--- config.mk ---
export PLATFORM = sky130hd
export DESIGN_NAME = multi_channel_reduce
export DESIGN_NICKNAME = d
export VERILOG_FILES = /design/src/rtl/multi_channel_reduce.sv
export SDC_FILE = /design/constraint.sdc
export NUM_CORES = 1
export LEC_CHECK = 0
export CORE_ASPECT_RATIO = 1.2
export CORE_MARGIN = 1.5
export CORE_UTILIZATION = 40
export CTS_CLUSTER_SIZE = 14
export DETAILED_ROUTE_END_ITERATION = 7
export GPL_TIMING_DRIVEN = 0
export HOLD_SLACK_MARGIN = 0.03
export PLACE_DENSITY_LB_ADDON = 0.2
export SLEW_MARGIN = 30
export SYNTH_ARGS = -nofsm -noshare
export SYNTH_HDL_FRONTEND = slang
export SYNTH_SLANG_ARGS = --single-unit
--- constraint.sdc ---
create_clock -name clock -period 6.4 [get_ports clock]
set_input_delay 1.6 -clock clock [delete_from_list [all_inputs] [get_ports clock]]
set_output_delay 1.6 -clock clock [all_outputs]
set_load 0.02 [all_outputs]
--- src/rtl/multi_channel_reduce.sv ---
// multi_channel_reduce: per-channel sum plus selectable AND/OR/XOR/MAX reduction behind a 2-stage valid/ready pipeline
module multi_channel_reduce #(
  parameter int WIDTH    = 8,
  parameter int CHANNELS = 4,
  parameter int SUM_W    = WIDTH + $clog2(CHANNELS),
  parameter int CNT_W    = 16
) (
  input  logic                      clock,
  input  logic                      reset,
  input  logic [CHANNELS*WIDTH-1:0] in_data,
  input  logic [1:0]                in_mode,
  input  logic                      in_valid,
  output logic                      in_ready,
  output logic [SUM_W-1:0]          out_sum,
  output logic [WIDTH-1:0]          out_red,
  output logic [1:0]                out_mode,
  output logic                      out_valid,
  input  logic                      out_ready,
  output logic [CNT_W-1:0]          xfer_count
);
  typedef enum logic [1:0] {MODE_AND, MODE_OR, MODE_XOR, MODE_MAX} mode_e;
  logic [CHANNELS*WIDTH-1:0] r_s1_data;
  logic [1:0]                r_s1_mode;
  logic                      r_s1_valid;
  logic [SUM_W-1:0]          r_sum;
  logic [WIDTH-1:0]          r_red;
  logic [1:0]                r_mode;
  logic                      r_valid;
  logic [CNT_W-1:0]          r_count;
  logic                      w_s1_adv;
  logic                      w_in_hs;
  logic                      w_out_hs;
  logic [SUM_W-1:0]          w_sum;
  logic [WIDTH-1:0]          w_and;
  logic [WIDTH-1:0]          w_or;
  logic [WIDTH-1:0]          w_xor;
  logic [WIDTH-1:0]          w_max;
  logic [WIDTH-1:0]          w_red;
  assign w_out_hs   = r_valid && out_ready;
  assign w_s1_adv   = r_s1_valid && (!r_valid || out_ready);
  assign in_ready   = !reset && (!r_s1_valid || w_s1_adv);
  assign w_in_hs    = in_valid && in_ready;
  assign out_sum    = r_sum;
  assign out_red    = r_red;
  assign out_mode   = r_mode;
  assign out_valid  = r_valid;
  assign xfer_count = r_count;
  // reduce the captured word across all channels; every result is computed and the mode picks one
  always_comb begin
    w_sum = '0;
    w_and = '1;
    w_or  = '0;
    w_xor = '0;
    w_max = '0;
    for (int k = 0; k < CHANNELS; k++) begin
      w_sum = w_sum + SUM_W'(r_s1_data[k*WIDTH +: WIDTH]);
      w_and = w_and & r_s1_data[k*WIDTH +: WIDTH];
      w_or  = w_or  | r_s1_data[k*WIDTH +: WIDTH];
      w_xor = w_xor ^ r_s1_data[k*WIDTH +: WIDTH];
      w_max = (r_s1_data[k*WIDTH +: WIDTH] > w_max) ? r_s1_data[k*WIDTH +: WIDTH] : w_max;
    end
    w_red = (r_s1_mode == MODE_AND) ? w_and :
            (r_s1_mode == MODE_OR)  ? w_or  :
            (r_s1_mode == MODE_XOR) ? w_xor : w_max;
  end
  // capture stage: data only loads on a handshake so idle-cycle garbage never enters the pipe
  always_ff @(posedge clock) begin
    if (reset) begin
      r_s1_data  <= '0;
      r_s1_mode  <= '0;
      r_s1_valid <= 1'b0;
    end else if (w_in_hs) begin
      r_s1_data  <= in_data;
      r_s1_mode  <= in_mode;
      r_s1_valid <= 1'b1;
    end else if (w_s1_adv) begin
      r_s1_valid <= 1'b0;
    end
  end
  // output stage: holds its result while stalled, reloads on the same edge the old one is consumed
  always_ff @(posedge clock) begin
    if (reset) begin
      r_sum   <= '0;
      r_red   <= '0;
      r_mode  <= '0;
      r_valid <= 1'b0;
    end else if (w_s1_adv) begin
      r_sum   <= w_sum;
      r_red   <= w_red;
      r_mode  <= r_s1_mode;
      r_valid <= 1'b1;
    end else if (w_out_hs) begin
      r_valid <= 1'b0;
    end
  end
  // count consumed results, wrapping silently
  always_ff @(posedge clock) begin
    if (reset) r_count <= '0;
    else if (w_out_hs) r_count <= r_count + 1'b1;
  end
endmodule

==> Yosys cells after proc, flatten, opt, wreduce, memory -nomap -nowiden <==
Index checks and enable logic that the tools add are counted.
{ "word_totals": {"wordCells": 50, "in_bits": 38, "register_bits": 72, "out_inout_bits": 38} }
{ "classes": {"magnitude_cmp": 4, "bitwise_logic": 9, "addsub": 4, "eq_ne": 2, "n_mux": 11, "n_reduce_logical": 12} }
{ "ops": {"columns": ["op", "n"], "rows": [
  ["two-way mux 8 bit", 7],
  ["bitwise AND 8 bit", 3],
  ["> comparator 8 bit", 3],
  ["bitwise OR 8 bit", 3],
  ["XOR 8 bit", 3],
  ["adder 16 x 1 -> 16 bit (second input constant)", 1],
  ["adder 10 x 8 -> 10 bit", 1],
  ["adder 9 x 8 -> 10 bit", 1],
  ["adder 8 x 8 -> 9 bit", 1],
  ["> comparator 8 x 1 -> 1 bit (second input constant)", 1],
  ["logical AND 1 bit", 4],
  ["two-way mux 1 bit", 4],
  ["nonzero test 2 bit", 2],
  ["zero test 1 bit", 3],
  ["== test 2 x 1 -> 1 bit (second input constant)", 1],
  ["== test 2 bit (second input constant)", 1],
  ["zero test 2 bit", 1],
  ["logical OR 1 bit", 2]
]} }

==> Longest topological paths before layout <==
{ "depth": {"word_depth": 11, "depth_mapped": 25, "depth_no_buf": 23} }

==> Worst setup path before layout <==
No wires, ideal clock.
{ "synth_timing": {"path_type": "register -> register", "startpoint": "reg r_s1_data[3]", "endpoint": "reg r_red[3], in the netlist out_red[3]", "path_buffers": 2, "setup_time_ns": 0.080, "path_slack_ns": 1.447, "arrival_ns": 4.874, "period_less_slack_ns": 4.953, "path_stages_with_launch": 25, "cell_sequence": "dfxtp_1 -> inv_1 -> ha_1 -> inv_1 -> a221o_2 -> a211oi_2 -> a41oi_4 -> mux2i_1 -> inv_1 -> ha_1 -> nand4_1 -> nor2_1 -> a21oi_1 -> nor2_2 -> clkbuf_1 -> o21ai_0 -> ha_1 -> nor2b_1 -> o21bai_1 -> a21oi_1 -> o32ai_1 -> buf_2 -> o21ai_0 -> a221o_1 -> a211oi_2"} }
{ "synth_between": {"elab_chain_len": 11, "word_cells_on_any_way": 20, "cone_classes": "4 x order compare; 7 x mux; 9 x bitwise"} }
{ "synth_lines": {"columns": ["element", "line_no", "source"], "rows": [
  ["start, declared", "22", "logic [CHANNELS*WIDTH-1:0] r_s1_data;"],
  ["start signal, assigned", "73", "r_s1_data <= in_data;"],
  ["> comparator 8 x 1 -> 1 bit", "60", "w_max = (r_s1_data[k*WIDTH +: WIDTH] > w_max) ? r_s1_data[k*WIDTH +: WIDTH] : w_max;"],
  ["two-way mux 8 bit", "60", null],
  ["> comparator 8 bit", "60", null],
  ["two-way mux 8 bit", "60", null],
  ["> comparator 8 bit", "60", null],
  ["two-way mux 8 bit", "60", null],
  ["> comparator 8 bit", "60", null],
  ["two-way mux 8 bit", "60", null],
  ["two-way mux 8 bit", "64", "(r_s1_mode == MODE_XOR) ? w_xor : w_max;"],
  ["two-way mux 8 bit", "63", "(r_s1_mode == MODE_OR) ? w_or :"],
  ["two-way mux 8 bit *", "62", "w_red = (r_s1_mode == MODE_AND) ? w_and :"],
  ["end signal, assigned", "89", "r_red <= w_red;"],
  ["end, declared", "26", "logic [WIDTH-1:0] r_red;"]
]} }
Mark *: on every way between the ends. The rest lies on a longest branch, timed or not.
A chain may end at the register's enable or synchronous reset.

==> Worst setup path after layout <==
{ "layout_timing": {"startpoint": "reg r_s1_data[6]", "endpoint": "reg r_red[3], in the netlist out_red[3]"} }
{ "layout_between": {"elab_chain_len": 11} }
{ "layout_lines": {"columns": ["element", "line_no"], "rows": [
  ["> comparator 8 x 1 -> 1 bit", "60"],
  ["two-way mux 8 bit *", "60"],
  ["> comparator 8 bit", "60"],
  ["two-way mux 8 bit *", "60"],
  ["> comparator 8 bit", "60"],
  ["two-way mux 8 bit *", "60"],
  ["> comparator 8 bit", "60"],
  ["two-way mux 8 bit *", "60"],
  ["two-way mux 8 bit *", "64"],
  ["two-way mux 8 bit *", "63"],
  ["two-way mux 8 bit *", "62"]
]} }
Marks and branches as above.

==> flow_metrics.env <==
export IMPL_cts_buffers=9
export IMPL_fmax_mhz=167
export IMPL_vdd_drop_max_v=0.000158
export IMPL_ant_nets=0
export IMPL_period_needed_ns=6.00
export IMPL_synth_adder_area_share_pct=19.9
export IMPL_p_per_area_mw_per_mm2=265
export IMPL_drt_first_pass_iters=4
export IMPL_synthFlopType="dfxtp_1"
export IMPL_arrival_ns=6.26
export IMPL_critPathLaunchType="register"
export IMPL_hold_path_class="reg2reg"
export IMPL_cts_path_max_buffers=2
export IMPL_clkSinkCount=72
export IMPL_drt_vias_per_instance=5.21
export IMPL_dpl_worst_slack_ns=0.219
export IMPL_grt_use_total_pct=22.4
export IMPL_fp_dieW_um=103
export IMPL_fin_ws_ns=0.398
export IMPL_synthMuxAreaShare_pct=2.73
export IMPL_grt_overflow=0
export IMPL_fin_worst_skew_ns=0.00677
export IMPL_wirelength_um=13200
export IMPL_critPathTopFamily="compound AO/OA/AOI/OAI gates"
export IMPL_slowest_delay_ns=0.48
export IMPL_ios=76
export IMPL_antenna_found_initial=0
export IMPL_yosysSeqAreaShare_pct=30.3
export IMPL_cts_max_level=3
export IMPL_hold_viol=0
export IMPL_drt_initial_drc_count=222
export IMPL_drc=0
export IMPL_r2r_cells=22
export IMPL_routedWlPerCell_um=16.3
export IMPL_syn_to_final_growth_pct=26.5
export IMPL_rrSetupSlack_ns=0.40
export IMPL_cpMaxStageDelayCell="o32ai_2"
export IMPL_min_to="out_sum[4]"
export IMPL_drv_slew=0
export IMPL_synth_xor_xnor_area_share_pct=4.41
export IMPL_synth_edff_count=0
export IMPL_hpwl_um=10600
export IMPL_whs_path_depth=2
export IMPL_cts_root_buffer="clkbuf_16"
export IMPL_yosysUniqueCellTypes=47
export IMPL_fin_crit_sh_pct=93.8
export IMPL_syn_nets=669
export IMPL_setup_viol=0
export IMPL_rsz0062_at_grt="false"
export IMPL_status="complete, no violations"
export IMPL_wl_met3_um=604
export IMPL_grt_pass1_wl_um=21300
export IMPL_grt_pass1_vias=4166
export IMPL_final_cell_count_no_fill=813
export IMPL_design_core_area_mm2=0.0116
export IMPL_relSlewSlack_pct=51.2
export IMPL_drive_gt1_share_pct=4.88
export IMPL_worst_pin_slew_ns=0.732
export IMPL_ys_warn_count=0
export IMPL_rows=43
export IMPL_crit_chain="inv_1, ha_1, or2b_1, o311a_1, a211oi_2, a41oi_4, mux2i_1, inv_1, ha_1, nand4_1, nor2_1, a21oi_1, nor2_2, clkbuf_1, o21ai_0, ha_1, nand4_1, o32ai_2, buf_2, o21ai_0, a221o_1, a211oi_2"
export IMPL_setup_worst_path_class="reg2reg"
export IMPL_crit_path_max_fanout=10
export IMPL_vias=4237
export IMPL_synth_simple_area_share_pct=19.5
export IMPL_port_buffers=75
export IMPL_grt_max_degree=15
export IMPL_cap_viol_max_count=0
export IMPL_hold_buffers=0
export IMPL_crit_top_cell="ha_1"
export IMPL_top_layer="met4"
export IMPL_hold_start="out_sum[4]"
export IMPL_postCtsSetupBuffers=0
export IMPL_initial_utilization_pct=41.2
export IMPL_synth_top_family_by_area="adder cells"
export IMPL_wl_met2_um=6370
export IMPL_filler_cell_count=1111
export IMPL_clk_pin_slew_ns=0.06
export IMPL_worst_ep_required_time_ns=6.66
export IMPL_yosys_register_bits=72
export IMPL_dp_cells=797
export IMPL_power_leakage_nw=2.49
export IMPL_synthArstFlopShare_pct=0
export IMPL_rr_endpoint="out_red[3]"
export IMPL_antenna_cells=0
export IMPL_cts_tree="done"
export IMPL_end_kind="register"
export IMPL_synth_compound_area_share_pct=18.0
export IMPL_fin_util_pct=52.1
export IMPL_postSynthAreaPerCell_um2=8.43
export IMPL_critical_path_buf_inv_count=4
export IMPL_setup_tns_final_ns=0
export IMPL_wl_met1_um=5780
export IMPL_chipHeight_um=123
export IMPL_place_congestion=0.994
export IMPL_synth_area_mm2=0.00476
export IMPL_die_area_mm2=0.0126
export IMPL_clkLatencyLatePin_ns=0.34
export IMPL_syn_inst=565
export IMPL_timing_rr_start="r_s1_data[6]"
export IMPL_nets=755
==> tightest hold or removal path, cell delays in order (launching register included) <==
cell and delay (ns):
dfxtp_1 0.31, nand2_1 0.05, a21oi_1 0.05
==> per-stage QoR <==
stage,hold slack (ns),instance area [µm²],power [mW]
2_1_floorplan,0.496,4760,0.908
3_3_place_gp,0.443,5710,1.07
3_5_place_dp,0.444,5710,1.08
4_1_cts,0.453,6020,1.61
5_1_grt,0.466,6020,1.69
6_report,0.448,6020,1.60
==> kinds of logic after synthesis <==
kind of cell,Yosys count
flip-flops,72
buffers and inverters,65
multiplexers,13
adder cells (fa/ha/maj),66
XOR/XNOR,24
AND/OR/NAND/NOR,197
AO/OA/AOI/OAI,128
==> sequential cells by signal, summed over array words and instances, names as in the netlist <==
name        cells
r_s1_valid      1
r_s1_data      32
out_valid       1
r_s1_mode       2
out_sum        10
out_red         8
xfer_count     16
out_mode        2
==> report_power, final <==
group	total [mW]	switching [mW]	internal, mW
clock network	0.517	0.211	0.306
logic	0.564	0.316	0.248
registers	0.517	0.0385	0.478
total	1.60	0.566	1.03
==> placed cells by master, fill, tap and decap left out, types with 5 or more instances in the layout <==
| cell | synthesis | routed |
|---|---|---|
| a211oi_2 | 5 | 5 |
| a21oi_1 | 42 | 42 |
| clkbuf_1 | 25 | 25 |
| clkbuf_16 | 0 | 9 |
| clkdlybuf4s50_1 | 0 | 75 |
| dfxtp_1 | 72 | 72 |
| fa_1 | 16 | 16 |
| ha_1 | 50 | 50 |
| inv_1 | 38 | 38 |
| mux2i_1 | 13 | 13 |
| nand2_1 | 94 | 94 |
| nand3_1 | 6 | 6 |
| nand3b_1 | 12 | 12 |
| nand4_1 | 5 | 5 |
| nor2_1 | 41 | 41 |
| nor2b_1 | 8 | 8 |
| o21ai_0 | 28 | 28 |
| o21bai_1 | 5 | 5 |
| o31ai_1 | 23 | 23 |
| xnor2_1 | 8 | 8 |
| xor2_1 | 16 | 16 |
==> synth_stat cells, drive strengths merged (5+ instances only) <==
library cell	count	share of area (%)
fa	16	6.7
inv	38	3.0
nand2	94	7.4
o21ai	28	2.9
a211oi	7	1.6
a21oi	42	4.4
a221o	5	1.1
o31ai	23	3.6
nand3	6	0.63
xor2	16	2.9
nand4	5	0.66
nand3b	12	1.9
clkbuf	25	2.0
nor2	42	3.4
ha	50	13
o21bai	5	0.79
dfxtp	72	30
nor2b	9	1.3
mux2i	13	2.7
xnor2	8	1.5
==> per-layer routing <==
metal  vias to the layer above  track usage (%)
li1                       2121                -
met1                      1977             28.2
met2                       114             37.7
met3                        25             3.36
met4                         0             10.2
met5                         -                0
==> layout make-up <==
class | instances | area (µm²) | area share, %
Clock inverter | 7 | 81.3 | 1.35
Inverter | 38 | 143 | 2.37
Sequential cell | 72 | 1440 | 23.9
Tap cell | 157 | 196 | 3.26
Timing Repair Buffer | 75 | 751 | 12.5
Buffer | 27 | 104 | 1.72
Clock buffer | 9 | 225 | 3.74
Multi-Input combinational cell | 428 | 3080 | 51.2
==> how the worst max path moves through the flow <==
stage                            start    endpoint  slack [ns]  cells after the start
after floorplan           r_s1_data[3]  out_red[3]        1.45                     24
after global placement    r_s1_data[6]  out_red[4]        0.23                     22
after detailed placement  r_s1_data[1]  out_red[3]        0.22                     22
after CTS                 r_s1_data[6]  out_red[3]        0.19                     22
after global routing      r_s1_data[1]  out_red[3]        0.03                     22
final                     r_s1_data[6]  out_red[3]        0.40                     22
==> timing repair <==
item,4_1_cts,5_1_grt
endpoints found under the hold margin,0,0
gates resized for setup,0,1
endpoints found under the setup margin,0,7
No activity file was read; power rests on OpenSTA's default activity.
